File: src/rtl/seg7_scan_driver.sv
// rtl/seg7_scan_driver.sv - 8-digit multiplexed 7-segment driver for the alarm clock board.
// Digits 0-3 show current time, 4-7 the alarm time; outputs are registered with 1-cycle latency.
module seg7_scan_driver #(
  parameter int SCAN_DIV    = 100000,
  parameter int GUARD_CYC   = 16,
  parameter int BLINK_TICKS = 250,
  parameter int LZB         = 1
) (
  input  logic       clk,
  input  logic       rst,
  input  logic [3:0] minone_now,
  input  logic [3:0] mindec_now,
  input  logic [3:0] hourone_now,
  input  logic [3:0] hourdec_now,
  input  logic [3:0] minone_bud,
  input  logic [3:0] mindec_bud,
  input  logic [3:0] hourone_bud,
  input  logic [3:0] hourdec_bud,
  input  logic       bud_en,
  input  logic       bud_state,
  input  logic [7:0] blink_mask,
  output logic       CA,
  output logic       CB,
  output logic       CC,
  output logic       CD,
  output logic       CE,
  output logic       CF,
  output logic       CG,
  output logic       DP,
  output logic [7:0] AN
);

  localparam int PW = $clog2(SCAN_DIV);
  localparam int BW = (BLINK_TICKS > 1) ? $clog2(BLINK_TICKS) : 1;
  localparam logic [PW-1:0] PCNT_LAST = PW'(SCAN_DIV - 1);
  localparam logic [PW-1:0] GUARD_END = PW'(GUARD_CYC);
  localparam logic [BW-1:0] BCNT_LAST = BW'(BLINK_TICKS - 1);

  logic [PW-1:0] pcnt_q, pcnt_d;
  logic [2:0]    idx_q, idx_d;
  logic [BW-1:0] bcnt_q, bcnt_d;
  logic          bph_q, bph_d;
  logic [7:0]    an_q, an_d;
  logic [6:0]    seg_q, seg_d;
  logic          dp_q, dp_d;

  logic       tick;
  logic [3:0] cur_val;
  logic [6:0] cur_seg;
  logic       blank;

  always_comb begin
    cur_val = 4'd0;
    case (idx_q)
      3'd0: cur_val = minone_now;
      3'd1: cur_val = mindec_now;
      3'd2: cur_val = hourone_now;
      3'd3: cur_val = hourdec_now;
      3'd4: cur_val = minone_bud;
      3'd5: cur_val = mindec_bud;
      3'd6: cur_val = hourone_bud;
      default: cur_val = hourdec_bud;
    endcase
  end

  // {CG,CF,CE,CD,CC,CB,CA}; non-BCD values stay dark rather than showing garbage
  always_comb begin
    cur_seg = 7'h7F;
    case (cur_val)
      4'd0: cur_seg = 7'h40;
      4'd1: cur_seg = 7'h79;
      4'd2: cur_seg = 7'h24;
      4'd3: cur_seg = 7'h30;
      4'd4: cur_seg = 7'h19;
      4'd5: cur_seg = 7'h12;
      4'd6: cur_seg = 7'h02;
      4'd7: cur_seg = 7'h78;
      4'd8: cur_seg = 7'h00;
      4'd9: cur_seg = 7'h10;
      default: cur_seg = 7'h7F;
    endcase
  end

  always_comb begin
    tick   = (pcnt_q == PCNT_LAST);
    pcnt_d = tick ? '0 : pcnt_q + 1'b1;
    idx_d  = tick ? idx_q + 3'd1 : idx_q;
    bcnt_d = bcnt_q;
    bph_d  = bph_q;
    if (tick) begin
      if (bcnt_q == BCNT_LAST) begin
        bcnt_d = '0;
        bph_d  = ~bph_q;
      end else begin
        bcnt_d = bcnt_q + 1'b1;
      end
    end

    blank = (pcnt_q < GUARD_END)
         || (idx_q[2] && !bud_en)
         || (bph_q && blink_mask[idx_q])
         || (bph_q && bud_state && !idx_q[2])
         || ((LZB == 1) && (idx_q[1:0] == 2'd3) && (cur_val == 4'd0));

    an_d  = 8'hFF;
    seg_d = 7'h7F;
    dp_d  = 1'b1;
    if (!blank) begin
      an_d  = ~(8'h01 << idx_q);
      seg_d = cur_seg;
      dp_d  = !((idx_q == 3'd2) && !bph_q);
    end
  end

  always_ff @(posedge clk) begin
    if (rst) begin
      pcnt_q <= '0;
      idx_q  <= 3'd0;
      bcnt_q <= '0;
      bph_q  <= 1'b0;
      an_q   <= 8'hFF;
      seg_q  <= 7'h7F;
      dp_q   <= 1'b1;
    end else begin
      pcnt_q <= pcnt_d;
      idx_q  <= idx_d;
      bcnt_q <= bcnt_d;
      bph_q  <= bph_d;
      an_q   <= an_d;
      seg_q  <= seg_d;
      dp_q   <= dp_d;
    end
  end

  assign {CG, CF, CE, CD, CC, CB, CA} = seg_q;
  assign DP = dp_q;
  assign AN = an_q;

endmodule

File: config.mk
export PLATFORM = sky130hd
export DESIGN_NAME = seg7_scan_driver
export DESIGN_NICKNAME = d
export VERILOG_FILES = /design/src/rtl/seg7_scan_driver.sv
export SDC_FILE = /design/constraint.sdc
export NUM_CORES = 1
export LEC_CHECK = 0
export ABC_AREA = 1
export ABC_CLOCK_PERIOD_IN_PS = 2800
export CORE_MARGIN = 3
export CORE_UTILIZATION = 30
export CTS_CLUSTER_DIAMETER = 120
export DETAILED_ROUTE_END_ITERATION = 6
export PLACE_DENSITY = 0.54
export SLEW_MARGIN = 15
export SYNTH_ARGS = -nofsm -noshare
export SYNTH_HDL_FRONTEND = slang
export SYNTH_SLANG_ARGS = --single-unit
File: constraint.sdc
create_clock -name clk -period 2.8 [get_ports clk]
set_input_delay 0.56 -clock clk [delete_from_list [all_inputs] [get_ports clk]]
set_output_delay 0.56 -clock clk [all_outputs]
set_load 0.03 [all_outputs]
==> impl_metrics.ini, run 1 <==
[outcome]
outcome = complete, no violations

[worst_setup_path]
endpoint_kind = flip-flop
critical_path_arrival_ps = 2770
cp.required_ps = 3040
cp_max_fo = 14
crit_type = reg2reg
cp-start-kind = flip-flop

[die]
die_h_um = 99.9
io_pins = 60
dieArea_sq_mm = 0.00998
initial_core_util = 0.316
core-area_sq_mm = 0.00838
die_w_um = 99.9
rows = 33

[timing]
rsz0062_at_grt = false
slew_headroom = 0.743
tightest_slew_ps = 385
finalMaxSlewViolations = 0
min_period_ps = 2530
clock_skew_ps = 8.53
setup_viol = 0
fin_setup_tns_ps = 0
final.period_utilization = 0.903
max_freq_ghz = 0.396
hold_viol_final = 0

[global_route]
grt_pass1_wl_um = 11200
grt_pass1_vias = 2423
grt_use_total = 0.138
grt-ovfl-total = 0
grt_max_degree = 20
grt_antenna_before_repair = 0

[yosys]
syn_area_per_cell_sq_um = 6.85
yosys_warnings = 0
synth_top_area_frac = 0.341
synth-adder-area-share = 0.0662
synth_compound_area_frac = 0.0530
synth_top_cell_by_area = dfxtp_1
synth_edf_count = 0
synthMuxAreaShare = 0
seq_area_frac_synth = 0.341
synth-seq-cells = 45
yosys.area_share.xor_xnor = 0.0232
syn_nets = 444
yosys.area_share.simple = 0.431
synth_top_family_by_area = simple AND/OR/NAND/NOR gates
ys.flop_type = dfxtp_1
synthDistinctLibCells = 34
synth_cells = 386
synth.area.top_cells = dfxtp_1 34%, nand2_1 13%, nand3_1 9.6%
netlist_area_sq_mm = 0.00265
async_flop_share = 0

[layout]
final_cell_mix = 92 x nand2_1, 59 x clkdlybuf4s50_1, 51 x nand3_1, 50 x nor2_1, 45 x dfxtp_1
n_fill_cell = 874
post_route_cells_drive_above_1_share = 0.0698
design_area_sq_mm = 0.00338
final_common_cell = nand2_1
num_antenna_cells = 0
area_growth_pct = 28.0
nets = 503

[routing]
wl_um = 6770
wl_per_cell_um = 12.3
via_per_inst = 4.71
num_vias = 2584
remaining_drc_errors = 0
drtPass1Iterations = 4
drt_iter0_markers = 72
detail-route-antenna-nets = 0

[run]
drv_cap = 0

[placement]
gp_congestion = 0.818
port_buffers = 59
placement.cell_area_sq_mm = 0.00331
place_hpwl_um = 5340

[cts]
cts_tree = yes
clock-sinks = 45
cts-resized-gates = 0
clk_path_buf_depth = 2
path_clk_slew_ps = 80
clk_latency_ps = 290
cts_buffers = 5
ctsHoldBuffers = 0
cts_root_buf = clkbuf_8
postCtsSetupBuffers = 0
htree_levels = 2

[pwr]
power_density_mw_per_mm2 = 335
p_leak_nw = 1.38
ir_drop_uv = 188

[worst_hold_path]
worstHoldPathType = reg2reg
## worst max-delay path, cell delays in order, from the launching register on
cell and delay, ps:
dfxtp_1 450, inv_1 190, ha_1 380, nor2_1 160, nand2_2 110, or2_2 280, nand2_1 150, ha_1 190
nand2_1 60, nand3b_4 230, and2_4 210, nand2_1 60
## cell families (layout without fill, tap and decap cells)
| group | after synthesis | count (layout) |
|---|---|---|
| AO/OA/AOI/OAI | 27 | 27 |
| buffers and inverters | 49 | 107 |
| XOR/XNOR | 7 | 7 |
| flip-flops | 45 | 45 |
| adder cells (fa/ha/maj) | 14 | 14 |
| AND/OR/NAND/NOR | 244 | 244 |
## area by class of cell
class / count / area [sq um] / area share
well taps: 105 / 131 / 0.0388
multi-input cells: 292 / 1520 / 0.448
clock inverters: 1 / 5.00 / 0.00148
clock buffers: 5 / 68.8 / 0.0203
repair buffers: 62 / 613 / 0.181
inverters: 39 / 149 / 0.0440
flip-flops and latches: 45 / 901 / 0.266
## where the power goes
group	internal [W]	total [W]	switching, W
clock network	0.000165	0.000373	0.000208
registers	0.000643	0.000645	0.00000191
logic	0.0000699	0.000118	0.0000477
## per-layer routing
layer / GRT usage / part of all wire / vias up / wire (um)
li1: - / - / 1376 / -
met1: 0.169 / 0.45 / 1145 / 3020
met2: 0.248 / 0.50 / 57 / 3410
met3: 0.0299 / 0.044 / 6 / 300
met4: 0.0284 / 0.0062 / 0 / 42
met5: 0 / 0 / - / 0
## path summary, 6_finish.rpt
| check | startpoint | endpoint | slack, ps | depth (start not counted) |
|---|---|---|---|---|
| worst max-delay path | idx_q[0]$_SDFFE_PP0N_ | AN[7]$_SDFF_PP1_ | 270 | 11 |
| worst min-delay path | pcnt_q[0]$_SDFF_PP0_ | pcnt_q[0]$_SDFF_PP0_ | 440 | 1 |
| worst max register to register | idx_q[0]$_SDFFE_PP0N_ | AN[7]$_SDFF_PP1_ | 270 | 11 |
| worst min register to register | pcnt_q[0]$_SDFF_PP0_ | pcnt_q[0]$_SDFF_PP0_ | 440 | 1 |
## cell usage after synthesis (2+ instances only)
| master | instances |
|---|---|
| nand2_4 | 2 |
| nor2_2 | 4 |
| nand2_2 | 4 |
| nand3_1 | 51 |
| ha_1 | 14 |
| inv_2 | 2 |
| buf_4 | 4 |
| dfxtp_1 | 45 |
| nand2_1 | 92 |
| o21ai_0 | 7 |
| nor2_1 | 50 |
| buf_6 | 3 |
| or2_2 | 2 |
| xor2_1 | 6 |
| nor3_1 | 10 |
| inv_1 | 36 |
| buf_2 | 3 |
| a21oi_1 | 17 |
| nand4_1 | 19 |
## flip-flops by register name (all words and copies together), names as in the netlist
| name | cells |
|---|---|
| bcnt_q | 8 |
| idx_q | 3 |
| AN | 8 |
| pcnt_q | 17 |
| DP | 1 |
| bph_q | 1 |
| seg_q | 7 |
## through the flow
step                      std cells  hold slack (ps)  utilization  setup slack [ps]  power (W)
final                           549              441        0.404               272    0.00114
after global routing            549              474        0.404              34.6    0.00119
after CTS                       549              447        0.404               285    0.00116
after detailed placement        543              435        0.395               309   0.000778
after global placement          543              427        0.395               398   0.000778
after floorplan                 386              413            -               612   0.000702
Note: power is estimated with default switching activity, not from simulation.
==> run 2, diff against run 1 <==
Settings changed: CORE_MARGIN 3 to default.
==> impl_metrics.ini, run 2 (synthesized netlist as in run 1, its figures left out) <==
[outcome]
outcome = complete, no violations

[layout]
n_fill_cell = 897
regMostFlops = pcnt_q
post_route_cells_drive_above_1_share = 0.0740
largest_reg_flops = 17
multi_input_area_sq_mm = 0.00152
final_common_cell = nand2_1
area_growth_pct = 29.7
fin_cells = 551
nets = 503
final_cell_mix = 92 x nand2_1, 59 x clkdlybuf4s50_1, 51 x nand3_1, 50 x nor2_1, 45 x dfxtp_1
regArea_sq_um = 901
num_antenna_cells = 0

[pwr]
power_density_mw_per_mm2 = 368
ir_drop_uv = 159
p_leak_nw = 1.39

[cts]
cts-resized-gates = 0
ctsHoldBuffers = 0
postCtsSetupBuffers = 0
cts_root_buf = clkbuf_8
clock-sinks = 45
cts_buffers = 5
htree_levels = 2
path_clk_slew_ps = 80
clk_latency_ps = 300
cts_tree = yes
clk_path_buf_depth = 2

[worst_hold_path]
hold_depth = 1
hold_start = pcnt_q[0]$_SDFF_PP0_
worstHoldPathType = reg2reg
worstHoldEndpoint = pcnt_q[0]$_SDFF_PP0_

[routing]
remaining_drc_errors = 0
wl_um = 6500
via_per_inst = 4.69
num_vias = 2585
wl_per_cell_um = 11.8
detail-route-antenna-nets = 0
drt_iter0_markers = 78
drtPass1Iterations = 4

[die]
core-area_sq_mm = 0.00838
dieArea_sq_mm = 0.00920
die_h_um = 95.9
initial_core_util = 0.316
rows = 33
io_pins = 60
die_w_um = 95.9

[global_route]
grt_max_degree = 20
grt_antenna_before_repair = 0
grt_pass1_vias = 2530
grt_pass1_wl_um = 11100
grt-ovfl-total = 0
grt_use_total = 0.154

[timing]
finalMaxSlewViolations = 0
slew_headroom = 0.731
tightest_slew_ps = 404
whs_ps = 442
rsz0062_at_grt = false
hold_viol_final = 0
min_period_ps = 2470
setup_viol = 0
max_freq_ghz = 0.404
final.period_utilization = 0.883
clock_skew_ps = 7.02
fin_setup_tns_ps = 0

[worst_setup_path]
cp_max_fo = 14
crit_type = reg2reg
cp-start-kind = flip-flop
cp.required_ps = 3040
r2r_start = idx_q[0]$_SDFFE_PP0N_
rr_endpoint = AN[7]$_SDFF_PP1_
critical_path_arrival_ps = 2720
endpoint_kind = flip-flop
rr_worst_depth = 11
r2r_slack_ps = 330

[placement]
place_hpwl_um = 5180
place_inst = 543
port_buffers = 59
gp_congestion = 0.859

[run]
drv_cap = 0
==> run 2: through the flow <==
stage,setup WS [ps],cell area (sq um),utilization,power (W)
6_report,326,3430,0.409,0.00126
5_1_grt,12.7,3430,0.409,0.00133
4_1_cts,263,3430,0.409,0.00129
3_5_place_dp,300,3310,0.395,0.000777
3_3_place_gp,383,3310,0.395,0.000778
2_1_floorplan,612,2650,-,0.000702
==> run 2: report_power, final <==
group          internal, W  switching, W  leakage [nW]
clock             0.000291      0.000210        0.0585
combinational    0.0000699     0.0000460         0.971
sequential        0.000643    0.00000202         0.364
total              0.00100      0.000258          1.39
==> run 2: worst max path at each step <==
stage | from | to | slack, ps | cells after the start
after floorplan | idx_q[2]$_SDFFE_PP0N_ | AN[3]$_SDFF_PP1_ | 610 | 13
after global placement | idx_q[0]$_SDFFE_PP0N_ | AN[7]$_SDFF_PP1_ | 380 | 11
after detailed placement | idx_q[0]$_SDFFE_PP0N_ | AN[7]$_SDFF_PP1_ | 300 | 11
after CTS | idx_q[0]$_SDFFE_PP0N_ | AN[7]$_SDFF_PP1_ | 260 | 11
after global routing | idx_q[0]$_SDFFE_PP0N_ | AN[7]$_SDFF_PP1_ | 10 | 11
final | idx_q[0]$_SDFFE_PP0N_ | AN[7]$_SDFF_PP1_ | 330 | 11
==> run 2: critical path, stage by stage, from the launching register on <==
cell and delay, ps:
dfxtp_1 440, inv_1 170, ha_1 380, nor2_1 160, nand2_2 100, or2_2 280
nand2_1 150, ha_1 190, nand2_1 50, nand3b_4 230, and2_4 210, nand2_1 50
==> run 2: cell type report <==
class	instances	area share
repair buffers	62	0.179
clock inverters	1	0.00876
inverters	39	0.0434
flip-flops and latches	45	0.263
clock buffers	7	0.0252
well taps	105	0.0383
multi-input cells	292	0.443
==> run 2: routing by layer <==
metal,track usage,vias to the layer above,part of all wire
met5,0,-,0
met3,0.0284,10,0.046
met4,0.0485,0,0.016
met2,0.293,48,0.50
li1,-,1377,-
met1,0.173,1150,0.43
